### config.mk
export PLATFORM = sky130hd
export DESIGN_NAME = jk_decoder
export DESIGN_NICKNAME = d
export VERILOG_FILES = /design/src/rtl/jk_decoder.sv
export SDC_FILE = /design/constraint.sdc
export NUM_CORES = 1
export LEC_CHECK = 0
export BUFFER_PORTS_ARGS = -buffer_cell sky130_fd_sc_hd__buf_2
export CAP_MARGIN = 20
export CORE_MARGIN = 2
export CORE_UTILIZATION = 45
export DETAILED_ROUTE_END_ITERATION = 7
export GPL_TIMING_DRIVEN = 1
export SYNTH_ARGS = -nofsm -noshare
export SYNTH_HDL_FRONTEND = slang
export SYNTH_SLANG_ARGS = --single-unit
### constraint.sdc
create_clock -name clk48 -period 2.78 [get_ports clk48]
set_input_delay 0.556 -clock clk48 [delete_from_list [all_inputs] [get_ports clk48]]
set_output_delay 0.556 -clock clk48 [all_outputs]
set_load 0.1 [all_outputs]
### src/rtl/jk_decoder.sv
// jk_decoder: USB full-speed receive line decoder (phase recovery, SYNC hunt, NRZI decode, unstuffing, EOP)
// Optional JK_DECODER_INPUT_SYNC_EN: dp/dn pass through a 2-flop synchroniser (reset to J) before all logic.
module jk_decoder #(
  parameter int SAMPLE_PHASE      = 2,
  parameter int SYNC_MIN_ZEROS    = 5,
  parameter int IDLE_RECOVER_BITS = 7
) (
  input  logic clk48,
  input  logic reset_n,
  input  logic dp,
  input  logic dn,
  output logic bit_out,
  output logic bit_valid,
  output logic packet_start,
  output logic done,
  output logic error,
  output logic active
);
  localparam logic [1:0] J   = 2'b10;
  localparam logic [1:0] K   = 2'b01;
  localparam logic [1:0] SE0 = 2'b00;
  localparam logic [1:0] SE1 = 2'b11;
  localparam logic [1:0] LP_PHASE = 2'(SAMPLE_PHASE);
  localparam logic [2:0] LP_ZMIN  = 3'(SYNC_MIN_ZEROS);
  localparam logic [3:0] LP_JLAST = 4'(IDLE_RECOVER_BITS - 1);

  typedef enum logic [2:0] {S_IDLE, S_SYNC, S_PAYLOAD, S_EOP, S_ERR_WAIT} state_t;

  state_t     r_state;
  logic [1:0] w_line;
  logic [1:0] r_prev_line;
  logic [1:0] r_prev_sample;
  logic [1:0] r_phase;
  logic [1:0] w_phase;
  logic [2:0] r_zero_cnt;
  logic [2:0] r_ones_cnt;
  logic [1:0] r_se0_cnt;
  logic [3:0] r_j_cnt;
  logic       w_sample;
  logic       w_bit;
  logic       w_se;

`ifdef JK_DECODER_INPUT_SYNC_EN
  logic [1:0] r_sync1;
  logic [1:0] r_sync2;

  // two-flop synchroniser for the asynchronous line, idling at J
  always_ff @(posedge clk48 or negedge reset_n) begin
    if (!reset_n) begin
      r_sync1 <= J;
      r_sync2 <= J;
    end else begin
      r_sync1 <= {dp, dn};
      r_sync2 <= r_sync1;
    end
  end

  assign w_line = r_sync2;
`else
  assign w_line = {dp, dn};
`endif

  // any line change resynchronises the bit-phase counter
  assign w_phase  = (w_line != r_prev_line) ? 2'd0 : r_phase + 2'd1;
  assign w_sample = (r_state != S_IDLE) && (w_phase == LP_PHASE);
  assign w_bit    = (w_line == r_prev_sample);
  assign w_se     = (w_line == SE0) || (w_line == SE1);

  // decode state machine with registered strobes and active flag
  always_ff @(posedge clk48 or negedge reset_n) begin
    if (!reset_n) begin
      r_state       <= S_IDLE;
      r_prev_line   <= J;
      r_prev_sample <= J;
      r_phase       <= 2'd0;
      r_zero_cnt    <= 3'd0;
      r_ones_cnt    <= 3'd0;
      r_se0_cnt     <= 2'd0;
      r_j_cnt       <= 4'd0;
      bit_out       <= 1'b0;
      bit_valid     <= 1'b0;
      packet_start  <= 1'b0;
      done          <= 1'b0;
      error         <= 1'b0;
      active        <= 1'b0;
    end else begin
      r_prev_line  <= w_line;
      r_phase      <= (r_state == S_IDLE) ? 2'd0 : w_phase;
      bit_valid    <= 1'b0;
      packet_start <= 1'b0;
      done         <= 1'b0;
      error        <= 1'b0;
      if (w_sample) r_prev_sample <= w_line;
      case (r_state)
        S_IDLE: begin
          if (r_prev_line == J && w_line == K) begin
            r_state       <= S_SYNC;
            r_prev_sample <= J;
            r_zero_cnt    <= 3'd0;
          end
        end
        S_SYNC: begin
          if (w_sample) begin
            if (w_se) begin
              r_state <= S_IDLE;
            end else if (!w_bit) begin
              r_zero_cnt <= (r_zero_cnt == 3'd7) ? 3'd7 : r_zero_cnt + 3'd1;
            end else if (r_zero_cnt >= LP_ZMIN) begin
              packet_start <= 1'b1;
              active       <= 1'b1;
              r_ones_cnt   <= 3'd0;
              r_state      <= S_PAYLOAD;
            end else begin
              r_state <= S_IDLE;
            end
          end
        end
        S_PAYLOAD: begin
          if (w_sample) begin
            if (w_line == SE0) begin
              r_se0_cnt <= 2'd1;
              r_state   <= S_EOP;
            end else if (w_line == SE1 || (r_ones_cnt == 3'd6 && w_bit)) begin
              error   <= 1'b1;
              active  <= 1'b0;
              r_j_cnt <= 4'd0;
              r_state <= S_ERR_WAIT;
            end else if (r_ones_cnt == 3'd6) begin
              r_ones_cnt <= 3'd0;
            end else begin
              bit_out    <= w_bit;
              bit_valid  <= 1'b1;
              r_ones_cnt <= w_bit ? r_ones_cnt + 3'd1 : 3'd0;
            end
          end
        end
        S_EOP: begin
          if (w_sample) begin
            if (w_line == SE0) begin
              r_se0_cnt <= (r_se0_cnt == 2'd3) ? 2'd3 : r_se0_cnt + 2'd1;
            end else if (w_line == J) begin
              if (r_se0_cnt != 2'd0) begin
                done    <= 1'b1;
                active  <= 1'b0;
                r_state <= S_IDLE;
              end
            end else begin
              error   <= 1'b1;
              active  <= 1'b0;
              r_j_cnt <= 4'd0;
              r_state <= S_ERR_WAIT;
            end
          end
        end
        S_ERR_WAIT: begin
          if (w_sample) begin
            if (w_line != J) begin
              r_j_cnt <= 4'd0;
            end else if (r_j_cnt == LP_JLAST) begin
              r_j_cnt <= 4'd0;
              r_state <= S_IDLE;
            end else begin
              r_j_cnt <= r_j_cnt + 4'd1;
            end
          end
        end
        default: r_state <= S_IDLE;
      endcase
    end
  end
endmodule

# After elaboration in Yosys (flattened, before gate mapping)
# Index checks and enable logic that the tools add are counted.
[totals]
reg_bits = 27
latchBits = 0
ram_bits = 0
mem_bits_ro = 0
out_inout_bits = 6
word_cells = 168
memories = 0
[op_classes]
n_addsub = 5
mul = 0
div_mod_pow = 0
order_cmp = 1
n_eq_ne = 37
shift = 0
muxes = 87
n_bitwise = 3
reduce_logical = 21
[ops]
columns = ["cell", "count"]
rows = [
  ["$mux 3", 28],
  ["$mux 4", 9],
  ["$ne 2x2->1 const B", 18],
  ["$mux 1", 32],
  ["$mux 2", 11],
  ["$reduce_and 11->1", 2],
  ["$reduce_and 8->1", 2],
  ["$pmux 3 s5", 1],
  ["$reduce_and 5->1", 3],
  ["$pmux 3 s2", 2],
  ["$pmux 4 s3", 1],
  ["$eq 2x2->1 const B", 5],
  ["$eq 3x3->1 const B", 3],
  ["$ne 3x3->1 const B", 3],
  ["$reduce_bool 3->1", 3],
  ["$reduce_bool 2->1", 4],
  ["$add 3x1->3 const B", 2],
  ["$eq 3x2->1 const B", 2],
  ["$add 2x1->2 const B", 2],
  ["$add 4x1->4 const B", 1],
  ["$eq 4x3->1 const B", 1],
  ["$pmux 2 s2", 1],
  ["$eq 3x1->1 const B", 1],
  ["$ge 3x3->1 const B", 1],
  ["11 further kinds", 16],
]

# Longest topological paths before layout
[logic_depth]
ltp_word = 7
mapped_depth = 7
depth_no_buf = 7

# Least setup slack after synthesis
# OpenSTA, ideal clock, no wires.
[synth_timing]
path_kind = "input port to flip-flop"
startpoint = "input port dp"
endpoint = "register r_ones_cnt[0]"
arrival_ns = 1.914
t_required_ns = 2.662
slack_ns = 0.747
path_stages = 7
path_buffers = 0
cell_sequence = "inv_1 ha_1 o311ai_0 nor3_1 o221ai_1 or2_2 a21o_1"
[synth_via]
elab_chain_len = 7
elab_cells_between_ends = 23
cone_classes = "eq/ne (10); mux (7); reduce/logical (6)"
[synth_rtl]
columns = ["item", "line", "rtl"]
rows = [
  ["from (decl)", "10", "input logic dp,"],
  ["$eq 2x2->1", "66", "assign w_bit = (w_line == r_prev_sample);"],
  ["$mux 3", "133", "r_ones_cnt <= w_bit ? r_ones_cnt + 3'd1 : 3'd0;"],
  ["$mux 3", "128", "end else if (r_ones_cnt == 3'd6) begin"],
  ["$mux 3", "123", "end else if (w_line == SE1 || (r_ones_cnt == 3'd6 && w_bit)) begin"],
  ["$mux 3", "120", "if (w_line == SE0) begin"],
  ["$mux 3", "119", "if (w_sample) begin"],
  ["$pmux 3 s2", "94", "case (r_state)"],
  ["to (signal assigned)", "133", ""],
  ["to (decl)", "36", "logic [2:0] r_ones_cnt;"],
]
# Parallel ways exist; a longest one is shown, timed or not. The select of a mux whose other input is x is not followed.
# A chain may end at the register's enable or synchronous reset.

# Worst setup path in the final report
# Ends and elaborated chain as after synthesis.

==> metrics.cfg <==
[drt]
number_of_detailed_route_iterations_in_the_first_pass=4
detail_route.drc_violations=0
route.vias.total=1262
detail_route.vias_per_cell=5.789
initialDrtViolationCount=59
wl_um=2998
routed_wl_per_cell_um=13.75
drt.antenna.violating_nets=0

[synth]
ys_types=45
ys_ff_latch=27
synth_top_cell_by_area=dfrtp_1
synth-seq-area-share_pct=43.05
avgSynthCellArea_um2=9.724
synth.area.top_cells=dfrtp_1 (40%), ha_1 (7.9%), dfstp_2 (3.3%)
synth-async-reset-ratio_pct=100.0
cell_area_after_technology_mapping_um2=1575
synth_top_cells_by_count=dfrtp_1 (25), nor2_1 (14), nand2_1 (13)
synth_fp_nets=176
synthCells=162
cell_with_the_most_instances_after_synthesis=dfrtp_1
synth_ff_type=dfrtp_1
synth_enable_flop_cells=0
ys_warn_count=0
synth_top_cell_area_share_pct=39.71

[placed_design]
place_hpwl_um=2325
gp_routability_congestion=0.8239
dp_cells=214
pre_cts_slack_ps=358.6
numPortBuffers=9

[pwr]
p_leak_uw=0.0007452
power-per-cell-area_nw_per_um2=757.2
peak_vdd_ir_uv=353.7

[clock_network]
cts_hold_buf=0
clock-sinks=27
cts.clk_slew.worst_paths_ps=140
cts_root_buffer=clkbuf_4
clock_tree_from_tritoncts=yes
cts_buffer_depth=2
cts-buffers-inserted=3
worstSkewPairLatency_ps=320
postCtsSetupBuffers=0
post_cts_resized=0
clock_tree.htree_level_count=1

[finish]
syn_to_final_growth_pct=7.069
number_of_antenna_cells_inserted=0
final_cell_count_no_fill=218
final_nets=187
drive_gt1_share_pct=13.95

[timing]
period_needed_ps=2107
tightest_slew_ps=586.6
hold_violations=0
share_of_the_clock_period_used_by_the_worst_path_pct=75.80
finalSetupViolations=0
clock_skew_ps=1.825
slew_viol_final=0
finalSetupTns_ps=0
grt_setup_unrepaired=false
timing.slew.headroom_pct=60.89
post-route-worst-setup-slack_ps=672.8
fmax_mhz=474.6

[critical_path]
path_cells=buf_2 -> inv_1 -> ha_1 -> o311ai_0 -> nor3_1 -> o221ai_1 -> or2_2 -> a21o_1
cpMaxStageDelayCell=or2_2
type_of_the_worst_setup_path=input port to flip-flop
timing.critical_path.fanout_max=7
cp_data_arrival_time_ps=2340
slowest_delay_ps=390
cp_required_ps=3010
critical_path.endpoint_type=flip-flop
worstSetupStartpointType=input port

[floorplanning]
die_width_um=63.17
die_area_um2=3990
floorplan.initialDensity_pct=47.21
boundaryPins=10
fp.dieH_um=63.17
coreArea_um2=3337
std_cell_rows=21

[flow_run]
cap_violations=0

[global_route]
total_grt_usage_pct=16.65
number_of_global_route_vias_before_repair=1194
grt_first_pass_wirelength_um=5313
overflow=0
largest_net_degree_at_the_start_of_global_routing=28
initial_antenna_violation_count=0

[hold_path]
hold_class=input port to asynchronous set/reset pin

[run_status]
status=finished, final reports clean

final timing paths:
| check | slack, ps | cells after the start | end | startpoint |
|---|---|---|---|---|
| worst max-delay path | 670 | 8 | r_ones_cnt[0] | dp |
| worst min-delay path | 210 | 1 | r_se0_cnt[0] | reset_n |
| worst max register to register | 670 | 5 | r_state[0] | r_prev_line[1] |
| worst min register to register | 450 | 1 | r_phase[0] | r_phase[0] |
| max in group asynchronous | 2190 | 1 | r_prev_line[1] | reset_n |
| min in group clk48 | 380 | 1 | r_prev_line[1] | dp |
through the flow:
stage | hold slack, ps | cell area, um2 | total power, uW | util (%)
after floorplan | 260.4 | 1575 | 1002 | -
after global placement | 423.7 | 1660 | 1098 | 49.76
after detailed placement | 431.8 | 1660 | 1114 | 49.76
after CTS | 226.5 | 1687 | 1284 | 50.54
after global routing | 253.8 | 1687 | 1386 | 50.54
final | 209.8 | 1687 | 1277 | 50.54
where the power goes:
| group | switching [uW] | leakage [uW] | internal, uW |
|---|---|---|---|
| registers | 106 | 0.000356 | 468 |
| logic | 338 | 0.000374 | 195 |
| clock network | 114 | 0.0000150 | 56.2 |
cell usage in the layout, fill, tap and decap left out, types with 3 or more instances in the layout:
cell	n
ha_1	10
nor3_1	8
nor2_1	14
o21ai_0	7
dfrtp_1	25
nand2b_1	3
inv_1	10
nor3b_1	5
o211ai_1	3
nand2_1	13
clkbuf_4	3
a21oi_1	6
mux2_2	4
buf_2	9
nor2b_1	4
o31ai_1	6
nand3b_1	3
critical path: cells and delay by family:
| kind | cells | cell delay, ps |
|---|---|---|
| and+or+nand+nor | 2 | 650 |
| AOI/OAI and AO/OA | 3 | 560 |
| adders and majority gates | 1 | 320 |
| buffers and inverters | 2 | 250 |
cell type report:
class	instances	area (um2)
Sequential cell	27	678.2
Clock buffer	4	26.28
Fill cell	342	1650
Inverter	10	37.54
Timing Repair Buffer	10	52.55
Multi-Input combinational cell	121	834.6
Tap cell	46	57.56
sequential cells by signal, indices dropped and copies added (netlist names), 2 cells and up:
name and count:
r_prev_sample 2, r_zero_cnt 3, r_phase 2, r_se0_cnt 2
r_j_cnt 4, r_prev_line 2, r_ones_cnt 3, r_state 3
metal layers:
metal	vias up	share of wire, %	GRT usage, %
li1	604	-	-
met1	623	47	23.00
met2	30	47	27.26
met3	5	3.8	2.143
met4	0	1.2	5.000
met5	-	0	0
logic make-up (layout without fill, tap and decap cells):
group / after synthesis / count (layout) / share of synthesized area, %
xor gates and xnor gates: 4 / 4 / 2.224
muxes: 6 / 6 / 4.209
AOI/OAI and AO/OA: 39 / 39 / 17.63
buffers and inverters: 14 / 24 / 3.971
and+or+nand+nor: 62 / 62 / 20.97
adders and majority gates: 10 / 10 / 7.943
DFF: 27 / 27 / 43.05
(Power assumes the default switching activity.)
